--- src/rtl/control_unit_if.sv ---
// Datapath control bundle between the instruction sequencer and the datapath.
// The master side reads IR and drives every control line.
interface control_unit_if;
  logic [15:0] IR;
  logic        PC_clr;
  logic        PC_up;
  logic        IR_ld;
  logic [7:0]  D_addr;
  logic        D_wr;
  logic        RFSelect;
  logic [3:0]  RF_W_addr;
  logic        RF_W_en;
  logic [3:0]  RF_Ra_addr;
  logic [3:0]  RF_Rb_addr;
  logic [2:0]  ALU_s0;
  logic [3:0]  OutState;

  modport master (
    input  IR,
    output PC_clr, PC_up, IR_ld, D_addr, D_wr, RFSelect, RF_W_addr,
           RF_W_en, RF_Ra_addr, RF_Rb_addr, ALU_s0, OutState
  );

  modport slave (
    output IR,
    input  PC_clr, PC_up, IR_ld, D_addr, D_wr, RFSelect, RF_W_addr,
           RF_W_en, RF_Ra_addr, RF_Rb_addr, ALU_s0, OutState
  );
endinterface

--- src/rtl/control_unit.sv ---
// Fetch/decode/execute sequencer for the 16-bit processor. Outputs are a Moore
// function of the state register, so an asynchronous reset drops them at once.
module control_unit (
  input logic            Clk,
  input logic            ResetN,
  control_unit_if.master bus
);

  typedef enum logic [3:0] {
    S_INIT   = 4'd0,
    S_FETCH  = 4'd1,
    S_DECODE = 4'd2,
    S_NOOP   = 4'd3,
    S_LOAD_A = 4'd4,
    S_LOAD_B = 4'd5,
    S_STORE  = 4'd6,
    S_ADD    = 4'd7,
    S_SUB    = 4'd8,
    S_HALT   = 4'd9
  } state_t;

  state_t      state_r;
  state_t      next_state_s;

  logic        pc_clr_s;
  logic        pc_up_s;
  logic        ir_ld_s;
  logic [7:0]  d_addr_s;
  logic        d_wr_s;
  logic        rf_select_s;
  logic [3:0]  rf_w_addr_s;
  logic        rf_w_en_s;
  logic [3:0]  rf_ra_addr_s;
  logic [3:0]  rf_rb_addr_s;
  logic [2:0]  alu_s0_s;

  // State register
  always_ff @(posedge Clk or negedge ResetN) begin
    if (!ResetN) begin
      state_r <= S_INIT;
    end else begin
      state_r <= next_state_s;
    end
  end

  // Next-state logic; unused encodings recover through Init
  always_comb begin
    next_state_s = S_INIT;
    case (state_r)
      S_INIT:   next_state_s = S_FETCH;
      S_FETCH:  next_state_s = S_DECODE;
      S_DECODE: begin
        case (bus.IR[15:12])
          4'b0001: next_state_s = S_STORE;
          4'b0010: next_state_s = S_LOAD_A;
          4'b0011: next_state_s = S_ADD;
          4'b0100: next_state_s = S_SUB;
          4'b0101: next_state_s = S_HALT;
          default: next_state_s = S_NOOP;
        endcase
      end
      S_LOAD_A: next_state_s = S_LOAD_B;
      S_NOOP,
      S_LOAD_B,
      S_STORE,
      S_ADD,
      S_SUB:    next_state_s = S_FETCH;
      S_HALT:   next_state_s = S_HALT;
      default:  next_state_s = S_INIT;
    endcase
  end

  // Control outputs; IR fields pass through only in states that use them
  always_comb begin
    pc_clr_s     = 1'b0;
    pc_up_s      = 1'b0;
    ir_ld_s      = 1'b0;
    d_addr_s     = 8'h00;
    d_wr_s       = 1'b0;
    rf_select_s  = 1'b0;
    rf_w_addr_s  = 4'h0;
    rf_w_en_s    = 1'b0;
    rf_ra_addr_s = 4'h0;
    rf_rb_addr_s = 4'h0;
    alu_s0_s     = 3'b000;
    case (state_r)
      S_INIT:   pc_clr_s = 1'b1;
      S_FETCH: begin
        ir_ld_s = 1'b1;
        pc_up_s = 1'b1;
      end
      S_DECODE: begin
        d_addr_s     = bus.IR[7:0];
        rf_ra_addr_s = bus.IR[11:8];
        rf_rb_addr_s = bus.IR[7:4];
      end
      S_LOAD_A, S_LOAD_B: begin
        d_addr_s    = bus.IR[7:0];
        rf_select_s = 1'b1;
        rf_w_addr_s = bus.IR[11:8];
        rf_w_en_s   = (state_r == S_LOAD_B) ? 1'b1 : 1'b0;
      end
      S_STORE: begin
        d_addr_s     = bus.IR[7:0];
        d_wr_s       = 1'b1;
        rf_ra_addr_s = bus.IR[11:8];
      end
      S_ADD, S_SUB: begin
        rf_ra_addr_s = bus.IR[11:8];
        rf_rb_addr_s = bus.IR[7:4];
        rf_w_addr_s  = bus.IR[3:0];
        rf_w_en_s    = 1'b1;
        alu_s0_s     = (state_r == S_SUB) ? 3'b010 : 3'b001;
      end
      default: ;
    endcase
  end

  assign bus.PC_clr     = pc_clr_s;
  assign bus.PC_up      = pc_up_s;
  assign bus.IR_ld      = ir_ld_s;
  assign bus.D_addr     = d_addr_s;
  assign bus.D_wr       = d_wr_s;
  assign bus.RFSelect   = rf_select_s;
  assign bus.RF_W_addr  = rf_w_addr_s;
  assign bus.RF_W_en    = rf_w_en_s;
  assign bus.RF_Ra_addr = rf_ra_addr_s;
  assign bus.RF_Rb_addr = rf_rb_addr_s;
  assign bus.ALU_s0     = alu_s0_s;
  assign bus.OutState   = state_r;

endmodule

--- src/flat_wrapper.sv ---
// flat-port wrapper written by rule: the top's interface ports become plain ports
module control_unit_flat 
  (Clk, ResetN, bus_IR, bus_PC_clr, bus_PC_up, bus_IR_ld, bus_D_addr, bus_D_wr, bus_RFSelect, bus_RF_W_addr, bus_RF_W_en, bus_RF_Ra_addr, bus_RF_Rb_addr, bus_ALU_s0, bus_OutState);
  control_unit_if bus_i ();
  input logic Clk;
  input logic ResetN;
  input wire logic [$bits(bus_i.IR)-1:0] bus_IR;
  output wire logic [$bits(bus_i.PC_clr)-1:0] bus_PC_clr;
  output wire logic [$bits(bus_i.PC_up)-1:0] bus_PC_up;
  output wire logic [$bits(bus_i.IR_ld)-1:0] bus_IR_ld;
  output wire logic [$bits(bus_i.D_addr)-1:0] bus_D_addr;
  output wire logic [$bits(bus_i.D_wr)-1:0] bus_D_wr;
  output wire logic [$bits(bus_i.RFSelect)-1:0] bus_RFSelect;
  output wire logic [$bits(bus_i.RF_W_addr)-1:0] bus_RF_W_addr;
  output wire logic [$bits(bus_i.RF_W_en)-1:0] bus_RF_W_en;
  output wire logic [$bits(bus_i.RF_Ra_addr)-1:0] bus_RF_Ra_addr;
  output wire logic [$bits(bus_i.RF_Rb_addr)-1:0] bus_RF_Rb_addr;
  output wire logic [$bits(bus_i.ALU_s0)-1:0] bus_ALU_s0;
  output wire logic [$bits(bus_i.OutState)-1:0] bus_OutState;
  assign bus_i.IR = bus_IR;
  assign bus_PC_clr = bus_i.PC_clr;
  assign bus_PC_up = bus_i.PC_up;
  assign bus_IR_ld = bus_i.IR_ld;
  assign bus_D_addr = bus_i.D_addr;
  assign bus_D_wr = bus_i.D_wr;
  assign bus_RFSelect = bus_i.RFSelect;
  assign bus_RF_W_addr = bus_i.RF_W_addr;
  assign bus_RF_W_en = bus_i.RF_W_en;
  assign bus_RF_Ra_addr = bus_i.RF_Ra_addr;
  assign bus_RF_Rb_addr = bus_i.RF_Rb_addr;
  assign bus_ALU_s0 = bus_i.ALU_s0;
  assign bus_OutState = bus_i.OutState;
  control_unit u_core (.Clk(Clk), .ResetN(ResetN), .bus(bus_i));
endmodule
--- config.mk ---
export PLATFORM = sky130hd
export DESIGN_NAME = control_unit_flat
export DESIGN_NICKNAME = d
export VERILOG_FILES = /design/src/rtl/control_unit_if.sv /design/src/rtl/control_unit.sv /design/src/flat_wrapper.sv
export SDC_FILE = /design/constraint.sdc
export NUM_CORES = 1
export LEC_CHECK = 0
export ABC_AREA = 1
export BUFFER_PORTS_ARGS = -buffer_cell sky130_fd_sc_hd__buf_2
export CAP_MARGIN = 10
export CORE_AREA = 2 2 42 44
export DETAILED_ROUTE_END_ITERATION = 7
export DIE_AREA = 0 0 44 46
export PLACE_DENSITY = 0.89
export SYNTH_ARGS = -nofsm -noshare
export SYNTH_HDL_FRONTEND = slang
export SYNTH_SLANG_ARGS = --single-unit
--- constraint.sdc ---
create_clock -name Clk -period 3.1 [get_ports Clk]
set_input_delay 0.62 -clock Clk [delete_from_list [all_inputs] [get_ports Clk]]
set_output_delay 0.62 -clock Clk [all_outputs]
set_load 0.01 [all_outputs]
==> results of run 1 <==
## where the power goes
| part | switching (mW) | internal, mW |
|---|---|---|
| registers | 0.0298 | 0.0695 |
| clock network | 0.0220 | 0.0433 |
| logic | 0.247 | 0.147 |
| total | 0.299 | 0.259 |
## how the worst max path moves through the flow
stage	from	end	slack, ns	depth (start not counted)
floorplan	u_core.bus.OutState[0]	bus_PC_up	1.39	5
global placement	u_core.bus.OutState[1]	bus_RF_W_addr[1]	1.35	6
detailed placement	u_core.bus.OutState[1]	bus_RF_W_addr[0]	1.28	6
CTS	u_core.bus.OutState[1]	bus_RF_W_addr[0]	1.02	6
global route	u_core.bus.OutState[1]	bus_RF_W_addr[2]	0.91	6
finish	u_core.bus.OutState[1]	bus_RF_W_addr[1]	1.02	6
## final cells by class
type	instances	area (µm²)	share of cell area
clock buffer	3	22.52	0.02687
inverter	30	112.6	0.1343
multi-input combinational	68	336.6	0.4015
sequential	4	100.1	0.1194
tap	17	21.27	0.02537
timing repair buffer	49	245.2	0.2925
## stage by stage
step	setup WS (ns)	hold WS (ns)	cell area, µm²	total power, mW
after global placement	1.345	0.4235	815.8	0.4872
after floorplan	1.387	0.3244	564.3	0.3576
after CTS	1.021	0.1771	838.3	0.5657
final	1.016	0.1751	838.3	0.5580
after detailed placement	1.278	0.4283	815.8	0.4994
after global routing	0.9073	0.1752	838.3	0.6216
## cell usage after synthesis
cell type  count
o21ai_0        6
nor2_1        14
nand2_1       27
nand2_2        2
nand4_1        1
nor2_2         5
inv_2          3
o211ai_2       1
nand3_1        5
nor3_1         1
inv_1         27
nand3_2        2
dfrtp_1        4
nor2_4         1
buf_4          2
nand4_2        2
conb_1         1
## worst reg2reg max path: stages (launching register included)
cell     delay (ns)
dfrtp_1        0.42
inv_1          0.13
nor2_1         0.17
nand3_1        0.14
nand2_1        0.09
nand2_1        0.06
## cell families after synthesis
| logic type | after synthesis | share of synthesized area |
|---|---|---|
| DFF | 4 | 0.1774 |
| buffers and inverters | 32 | 0.2262 |
| AOI/OAI and AO/OA | 7 | 0.07539 |
| and+or+nand+nor | 60 | 0.5144 |
| other | 1 | 0.006646 |
## layer usage
layer  up-vias  GRT usage  share of wire
met5         -          0              0
li1        400          -              -
met2        32     0.3265           0.54
met1       350     0.1548           0.36
met4         0    0.05455              0
met3         0    0.04365          0.097
==> impl_metrics.env, run 1 <==
export IMPL_end_kind="output port"
export IMPL_grt_pass1_vias=662
export IMPL_power_density_nw_per_um2=665.6
export IMPL_run_status="complete, no violations"
export IMPL_arrival_ns=1.46
export IMPL_clk_latency_ns=0.24
export IMPL_ys_seq_area_frac=0.1774
export IMPL_cts_setup_buffers=0
export IMPL_place_congestion=0.7136
export IMPL_grt_total_usage=0.1617
export IMPL_final_cells=171
export IMPL_crit_slowest_cell="dfrtp_1"
export IMPL_dieHeight_um=46
export IMPL_ys_types=17
export IMPL_cellLeakagePower_nw=0.6647
export IMPL_start_kind="flip-flop"
export IMPL_drc=0
export IMPL_antenna_found_initial=0
export IMPL_synthesis_area_um2=564.3
export IMPL_die_x_um=44
export IMPL_yosysTopAreaCell="inv_1"
export IMPL_final_cell_mix="buf_2 (49), inv_1 (27), nand2_1 (27)"
export IMPL_via_count=782
export IMPL_synth_area_leaders="inv_1 (18%), nand2_1 (18%), dfrtp_1 (18%), nor2_1 (9.3%), nor2_2 (5.5%)"
export IMPL_crit_family="simple AND/OR/NAND/NOR gates"
export IMPL_initial_core_util=0.3496
export IMPL_core_um2=1614
export IMPL_clock_sinks=4
export IMPL_maxCapViolations=0
export IMPL_first_pass_iters=4
export IMPL_io_buffers=49
export IMPL_num_fill_cells=177
export IMPL_finalNetCount=174
export IMPL_hold_buffers=0
export IMPL_drt_wl_total_mm=1.577
export IMPL_crit_type="reg2out"
export IMPL_hp_class="in2async"
export IMPL_peakVddDrop_v=0.0003187
export IMPL_fmax_mhz=479.7
export IMPL_dieArea_um2=2024
export IMPL_finalCritPeriodShare=0.6724
export IMPL_ios=51
export IMPL_path_cells="nor2_1 -> nand3_2 -> nand2_1 -> nand2_1 -> o21ai_0 -> buf_2"
export IMPL_n_antenna_cell=0
export IMPL_ys_ff_latch=4
export IMPL_rows=15
export IMPL_dr_first_iter_drc_count=10
export IMPL_final_min_clock_period_ns=2.085
export IMPL_avgRoutedWirePerCell_um=9.222
export IMPL_path_buf_inv=1
export IMPL_r2r_setup_slack_ns=1.97
export IMPL_cts_buffers=3
export IMPL_rr_endpoint="u_core.bus.OutState[0]"
export IMPL_cts_clk_slew_worst_paths_ns=0.04
export IMPL_post_synth_top_area_fraction=0.1796
export IMPL_cts_root_buf="clkbuf_4"
export IMPL_rr_startpoint="u_core.bus.OutState[0]"
export IMPL_grt_max_degree=9
export IMPL_rsz0062_at_grt="no"
export IMPL_drive_gt1_frac=0.4416
export IMPL_fin_setup_tns_ns=0
export IMPL_overflow=0
export IMPL_cp_max_fo=7
export IMPL_via_per_inst=4.573
export IMPL_syn_avg_cell_area_um2=5.426
export IMPL_crit_top_cell="nand2_1"
export IMPL_finalHoldViolations=0
export IMPL_clk_path_buf_depth=2
export IMPL_grt_first_pass_wirelength_mm=2.442
export IMPL_setup_viol=0
export IMPL_reg2reg_depth=5
export IMPL_cpPeakStageDelay_ns=0.45
export IMPL_syn2layout_area_growth_pct=48.56
export IMPL_ant_nets=0
export IMPL_final_common_cell="buf_2"
export IMPL_slew_violations=0
export IMPL_dp_cells=168
export IMPL_cts_resized=0
export IMPL_largest_reg_flops=4
export IMPL_cp_required_ns=2.48
export IMPL_fin_util=0.5194
export IMPL_yosys_warnings=0
export IMPL_cts_max_level=1
export IMPL_dp_hpwl_mm=1.392
export IMPL_syn_nets=122
export IMPL_cts_tree="done"
export IMPL_fin_skew_ns=0.008015
export IMPL_postSynthCellCount=104
Power figures use the tool's default switching activity.
==> run 2, diff against run 1 <==
--- a/config.mk
+++ b/config.mk
@@ -5,13 +5,13 @@
 export SDC_FILE = /design/constraint.sdc
 export NUM_CORES = 1
 export LEC_CHECK = 0
-export ABC_AREA = 1
+export ABC_AREA = 0
 export BUFFER_PORTS_ARGS = -buffer_cell sky130_fd_sc_hd__buf_2
 export CAP_MARGIN = 10
-export CORE_AREA = 2 2 42 44
+export CORE_AREA = 2 2 43 45
 export DETAILED_ROUTE_END_ITERATION = 7
-export DIE_AREA = 0 0 44 46
-export PLACE_DENSITY = 0.89
+export DIE_AREA = 0 0 45 47
+export PLACE_DENSITY = 0.85
 export SYNTH_ARGS = -nofsm -noshare
 export SYNTH_HDL_FRONTEND = slang
 export SYNTH_SLANG_ARGS = --single-unit
==> constraint.sdc (replaced) <==
create_clock -name Clk -period 2.17 [get_ports Clk]
set_input_delay 0.434 -clock Clk [delete_from_list [all_inputs] [get_ports Clk]]
set_output_delay 0.434 -clock Clk [all_outputs]
set_load 0.01 [all_outputs]
==> impl_metrics.env, run 2 <==
export IMPL_synth_edf_count=0
export IMPL_dieArea_um2=2115
export IMPL_fmax_mhz=472.1
export IMPL_clk_latency_ns=0.25
export IMPL_finalPower_uw=773.8
export IMPL_synthTopCellsByCount="and2_1 (8), nor2b_1 (5)"
export IMPL_ios=51
export IMPL_fin_setup_tns_ns=0
export IMPL_antenna_found_initial=0
export IMPL_ys_seq_area_frac=0.1810
export IMPL_postSynthCellCount=69
export IMPL_syn_nets=87
export IMPL_cts_max_level=1
export IMPL_rsz0062_at_grt="no"
export IMPL_power_density_nw_per_um2=920.3
export IMPL_cp_required_ns=1.74
export IMPL_setup_worst_path_start="u_core.bus.OutState[1]"
export IMPL_drive_gt1_frac=0.5462
export IMPL_ys_ff_latch=4
export IMPL_io_buffers=49
export IMPL_ant_nets=0
export IMPL_core_um2=1652
export IMPL_dp_cells=132
export IMPL_rr_startpoint="u_core.bus.OutState[1]"
export IMPL_arrival_ns=1.68
export IMPL_p_switching_uw=367.8
export IMPL_cts_root_buf="clkbuf_4"
export IMPL_peakVddDrop_v=0.0004602
export IMPL_cpPeakStageDelay_ns=0.56
export IMPL_fin_util=0.5091
export IMPL_finish_instance_area_um2=840.8
export IMPL_clk_path_buf_depth=2
export IMPL_place_congestion=0.7814
export IMPL_dr_first_iter_drc_count=2
export IMPL_dieHeight_um=47
export IMPL_end_kind="output port"
export IMPL_cts_clk_slew_worst_paths_ns=0.04
export IMPL_dp_hpwl_mm=1.380
export IMPL_setup_viol=0
export IMPL_finalHoldViolations=0
export IMPL_avgRoutedWirePerCell_um=12.34
export IMPL_cts_buffers=3
export IMPL_rows=15
export IMPL_overflow=0
export IMPL_cp_max_fo=11
export IMPL_async_reset_ff_frac=1.000
export IMPL_final_cell_mix="buf_2 (49), and2_1 (8), nor2b_1 (5)"
export IMPL_maxCapViolations=0
export IMPL_drc=0
export IMPL_whs_ns=0.5223
export IMPL_clkPwrFrac=0.125
export IMPL_largest_reg_flops=4
export IMPL_crit_family="simple AND/OR/NAND/NOR gates"
export IMPL_n_antenna_cell=0
export IMPL_synthesis_area_um2=553.0
export IMPL_synth_most_common_cell="and2_1"
export IMPL_swShare=0.4752
export IMPL_cts_setup_buffers=0
export IMPL_clock_sinks=4
export IMPL_grt_pass1_vias=528
export IMPL_slew_violations=0
export IMPL_fin_skew_ns=0.006129
export IMPL_grt_first_pass_wirelength_mm=2.249
export IMPL_grt_total_usage=0.1462
export IMPL_seqPwrFrac=0.217
export IMPL_synth_area_leaders="dfrtp_1 (18%), and2_1 (9.0%), a22o_1 (6.3%), nor2b_1 (5.7%), a21boi_0 (5.4%)"
export IMPL_setup_ws_ns=0.05182
export IMPL_final_cells=136
export IMPL_dpl_cell_area_um2=798.3
export IMPL_via_count=680
export IMPL_yosysTopAreaCell="dfrtp_1"
export IMPL_run_status="complete, no violations"
export IMPL_path_cells="or4b_4 -> o21ai_2 -> a22o_1 -> buf_2"
export IMPL_ys_types=31
export IMPL_p_int_uw=406.1
export IMPL_start_kind="flip-flop"
export IMPL_drt_wl_total_mm=1.678
export IMPL_cts_tree="done"
export IMPL_yosys_warnings=0
export IMPL_final_min_clock_period_ns=2.118
export IMPL_post_synth_top_area_fraction=0.1810
export IMPL_via_per_inst=5.000
export IMPL_syn2layout_area_growth_pct=52.04
export IMPL_crit_type="reg2out"
export IMPL_syn_avg_cell_area_um2=8.015
export IMPL_hp_class="in2async"
export IMPL_crit_slowest_cell="or4b_4"
export IMPL_die_x_um=45
export IMPL_synthFlopType="dfrtp_1"
export IMPL_grt_max_degree=12
export IMPL_path_buf_inv=1
export IMPL_first_pass_iters=3
export IMPL_finalNetCount=139
export IMPL_initial_core_util=0.3348
export IMPL_final_common_cell="buf_2"
export IMPL_share_comb_of_total_power=0.658
export IMPL_cellLeakagePower_nw=0.4800
export IMPL_dp_slack_ns=0.2655
export IMPL_finalCritPeriodShare=0.9761
[run 2: path summary, 6_finish.rpt]
path	to	depth (start not counted)	slack, ns
setup / recovery	bus_RF_W_addr[2]	4	0.05
hold / removal	u_core.bus.OutState[2]	2	0.52
setup reg to reg	u_core.bus.OutState[0]	3	0.66
hold reg to reg	u_core.bus.OutState[2]	1	0.57
max in group asynchronous	u_core.bus.OutState[0]	2	1.51
min in group Clk	u_core.bus.OutState[1]	3	0.54
[run 2: layout make-up]
class / instances / area (µm²)
Multi-Input combinational cell: 56 / 405.4
Fill cell: 157 / 810.8
Tap cell: 17 / 21.27
Sequential cell: 4 / 102.6
Clock buffer: 3 / 22.52
Timing Repair Buffer: 53 / 277.8
Inverter: 3 / 11.26
[run 2: repair_timing]
| action | CTS | global route |
|---|---|---|
| setup endpoints to repair | 0 | 15 |
| hold buffers | 1 | 0 |
| endpoints found under the hold margin | 4 | 0 |
| gates resized for setup | 0 | 4 |
[run 2: per-layer routing]
metal	routed length [µm]	GRT usage	vias up
li1	-	-	350
met1	683	0.1736	310
met2	892	0.2429	16
met3	78	0.03077	4
met4	23	0.08824	0
met5	0	0	-
[run 2: cell families (layout without fill, tap and decap cells)]
kind of cell	Yosys count	after routing	share of synthesized area
AND/OR/NAND/NOR	33	33	0.4298
AO/OA/AOI/OAI	20	20	0.2511
buffers and inverters	9	59	0.09954
flip-flops	4	4	0.1810
XOR/XNOR	2	2	0.03168
other	1	1	0.006781
[run 2: worst register-to-register path: stages, from the launching register on]
cell and delay [ns]:
dfrtp_2 0.48, buf_4 0.18, or4_1 0.54, and3_1 0.18
[run 2: power groups by stage]
stage                     clock network, mW  logic (mW)  registers, mW
final                                0.0965       0.509          0.168
after global routing                 0.0984       0.556          0.179
after CTS                            0.0976       0.501          0.164
after detailed placement                  0       0.497          0.164
after global placement                    0       0.487          0.159
after floorplan                           0       0.354          0.138
==> run 3, diff against run 2 <==
--- a/config.mk
+++ b/config.mk
@@ -5,13 +5,13 @@
 export SDC_FILE = /design/constraint.sdc
 export NUM_CORES = 1
 export LEC_CHECK = 0
-export ABC_AREA = 0
+export ABC_AREA = 1
 export BUFFER_PORTS_ARGS = -buffer_cell sky130_fd_sc_hd__buf_2
 export CAP_MARGIN = 10
 export CORE_AREA = 2 2 43 45
 export DETAILED_ROUTE_END_ITERATION = 7
 export DIE_AREA = 0 0 45 47
-export PLACE_DENSITY = 0.85
+export PLACE_DENSITY = 0.86
 export SYNTH_ARGS = -nofsm -noshare
 export SYNTH_HDL_FRONTEND = slang
 export SYNTH_SLANG_ARGS = --single-unit
==> impl_metrics.env, run 3 (same netlist as run 1, synthesis figures left out) <==
export IMPL_cts_resized=0
export IMPL_die_x_um=45
export IMPL_ant_nets=0
export IMPL_finalNetCount=175
export IMPL_clk_path_buf_depth=2
export IMPL_fin_setup_tns_ns=0
export IMPL_fin_skew_ns=0.006904
export IMPL_cts_max_level=1
export IMPL_antenna_found_initial=0
export IMPL_drc=0
export IMPL_final_common_cell="buf_2"
export IMPL_io_buffers=49
export IMPL_p_switching_uw=430.0
export IMPL_dp_slack_ns=0.5328
export IMPL_dr_first_iter_drc_count=9
export IMPL_rows=15
export IMPL_cp_required_ns=1.74
export IMPL_avgRoutedWirePerCell_um=9.029
export IMPL_cellLeakagePower_nw=0.6689
export IMPL_r2r_setup_slack_ns=1.03
export IMPL_first_pass_iters=4
export IMPL_setup_ws_ns=0.2905
export IMPL_finalCritPeriodShare=0.8661
export IMPL_setup_viol=0
export IMPL_cts_clk_slew_worst_paths_ns=0.04
export IMPL_clk_latency_ns=0.24
export IMPL_fmax_mhz=532.1
export IMPL_dp_cells=168
export IMPL_drive_gt1_frac=0.4387
export IMPL_place_congestion=0.7958
export IMPL_finalHoldViolations=0
export IMPL_overflow=0
export IMPL_path_cells="nor2_1 -> nand3_2 -> nand2_1 -> nand2_1 -> o21ai_0 -> buf_2"
export IMPL_cpPeakStageDelay_ns=0.46
export IMPL_crit_top_cell="nand2_1"
export IMPL_grt_max_degree=9
export IMPL_drt_wl_total_mm=1.553
export IMPL_fin_util=0.5136
export IMPL_whs_ns=0.5321
export IMPL_dp_hpwl_mm=1.370
export IMPL_power_density_nw_per_um2=944.9
export IMPL_path_buf_inv=1
export IMPL_cts_root_buf="clkbuf_4"
export IMPL_hp_class="in2async"
export IMPL_grt_first_pass_wirelength_mm=2.297
export IMPL_maxCapViolations=0
export IMPL_end_kind="output port"
export IMPL_finish_instance_area_um2=848.3
export IMPL_p_int_uw=371.6
export IMPL_n_antenna_cell=0
export IMPL_syn2layout_area_growth_pct=50.33
export IMPL_swShare=0.5365
export IMPL_crit_type="reg2out"
export IMPL_cp_max_fo=7
export IMPL_cts_tree="done"
export IMPL_final_cells=172
export IMPL_clock_sinks=4
export IMPL_final_cell_mix="buf_2 (49), inv_1 (27), nand2_1 (27)"
export IMPL_peakVddDrop_v=0.0005863
export IMPL_arrival_ns=1.45
export IMPL_dpl_cell_area_um2=815.8
export IMPL_via_per_inst=4.581
export IMPL_largest_reg_flops=4
export IMPL_core_um2=1652
export IMPL_ios=51
export IMPL_rsz0062_at_grt="no"
export IMPL_seqPwrFrac=0.179
export IMPL_finalPower_uw=801.6
export IMPL_start_kind="flip-flop"
export IMPL_dieHeight_um=47
export IMPL_clkPwrFrac=0.114
export IMPL_run_status="complete, no violations"
export IMPL_crit_slowest_cell="dfrtp_1"
export IMPL_dieArea_um2=2115
export IMPL_initial_core_util=0.3417
export IMPL_crit_family="simple AND/OR/NAND/NOR gates"
export IMPL_slew_violations=0
export IMPL_share_comb_of_total_power=0.707
export IMPL_grt_pass1_vias=613
export IMPL_cts_buffers=3
export IMPL_via_count=788
export IMPL_final_min_clock_period_ns=1.879
export IMPL_grt_total_usage=0.1471
==> run 3: power by group through the flow <==
stage	clock network, mW	registers [mW]	logic, mW
floorplan	0	0.149	0.362
detailed placement	0	0.144	0.573
finish	0.0914	0.143	0.567
global placement	0	0.139	0.559
CTS	0.0970	0.143	0.575
global route	0.0966	0.150	0.641
==> run 3: final timing paths <==
| check | to | from | cells past startpoint |
|---|---|---|---|
| worst max-delay path | bus_RF_W_addr[0] | u_core.bus.OutState[1] | 6 |
| worst min-delay path | u_core.bus.OutState[2] | ResetN | 2 |
| worst max register to register | u_core.bus.OutState[0] | u_core.bus.OutState[0] | 5 |
| worst min register to register | u_core.bus.OutState[3] | u_core.bus.OutState[0] | 2 |
| max in group asynchronous | u_core.bus.OutState[0] | ResetN | 2 |
| min in group Clk | u_core.bus.OutState[3] | bus_IR[14] | 3 |
==> run 3: worst reg2reg max path: cells and delay by family (launching register included) <==
kind                   cells  cell delay, ns
and+or+nand+nor            4            0.47
DFF                        1            0.42
buffers and inverters      1            0.13
==> run 3: final cells by class <==
cell class,count,area (µm²)
tap,17,21.27
timing repair buffer,50,255.2
clock buffer,3,22.52
sequential,4,100.1
inverter,30,112.6
fill,177,803.3
multi-input combinational,68,336.6
==> run 3: repair_timing <==
action,in CTS,in global routing
endpoints found under the hold margin,4,0
hold buffers,1,0
buffers inserted,0,0
==> run 3: per-layer routing <==
layer | part of all wire | wire length, µm | track usage | vias to the layer above
met5 | 0 | 0 | 0 | -
met2 | 0.53 | 830 | 0.3086 | 39
met4 | 0.010 | 16 | 0.07059 | 0
met1 | 0.36 | 553 | 0.1392 | 341
met3 | 0.099 | 153 | 0.01538 | 2
li1 | - | - | - | 406
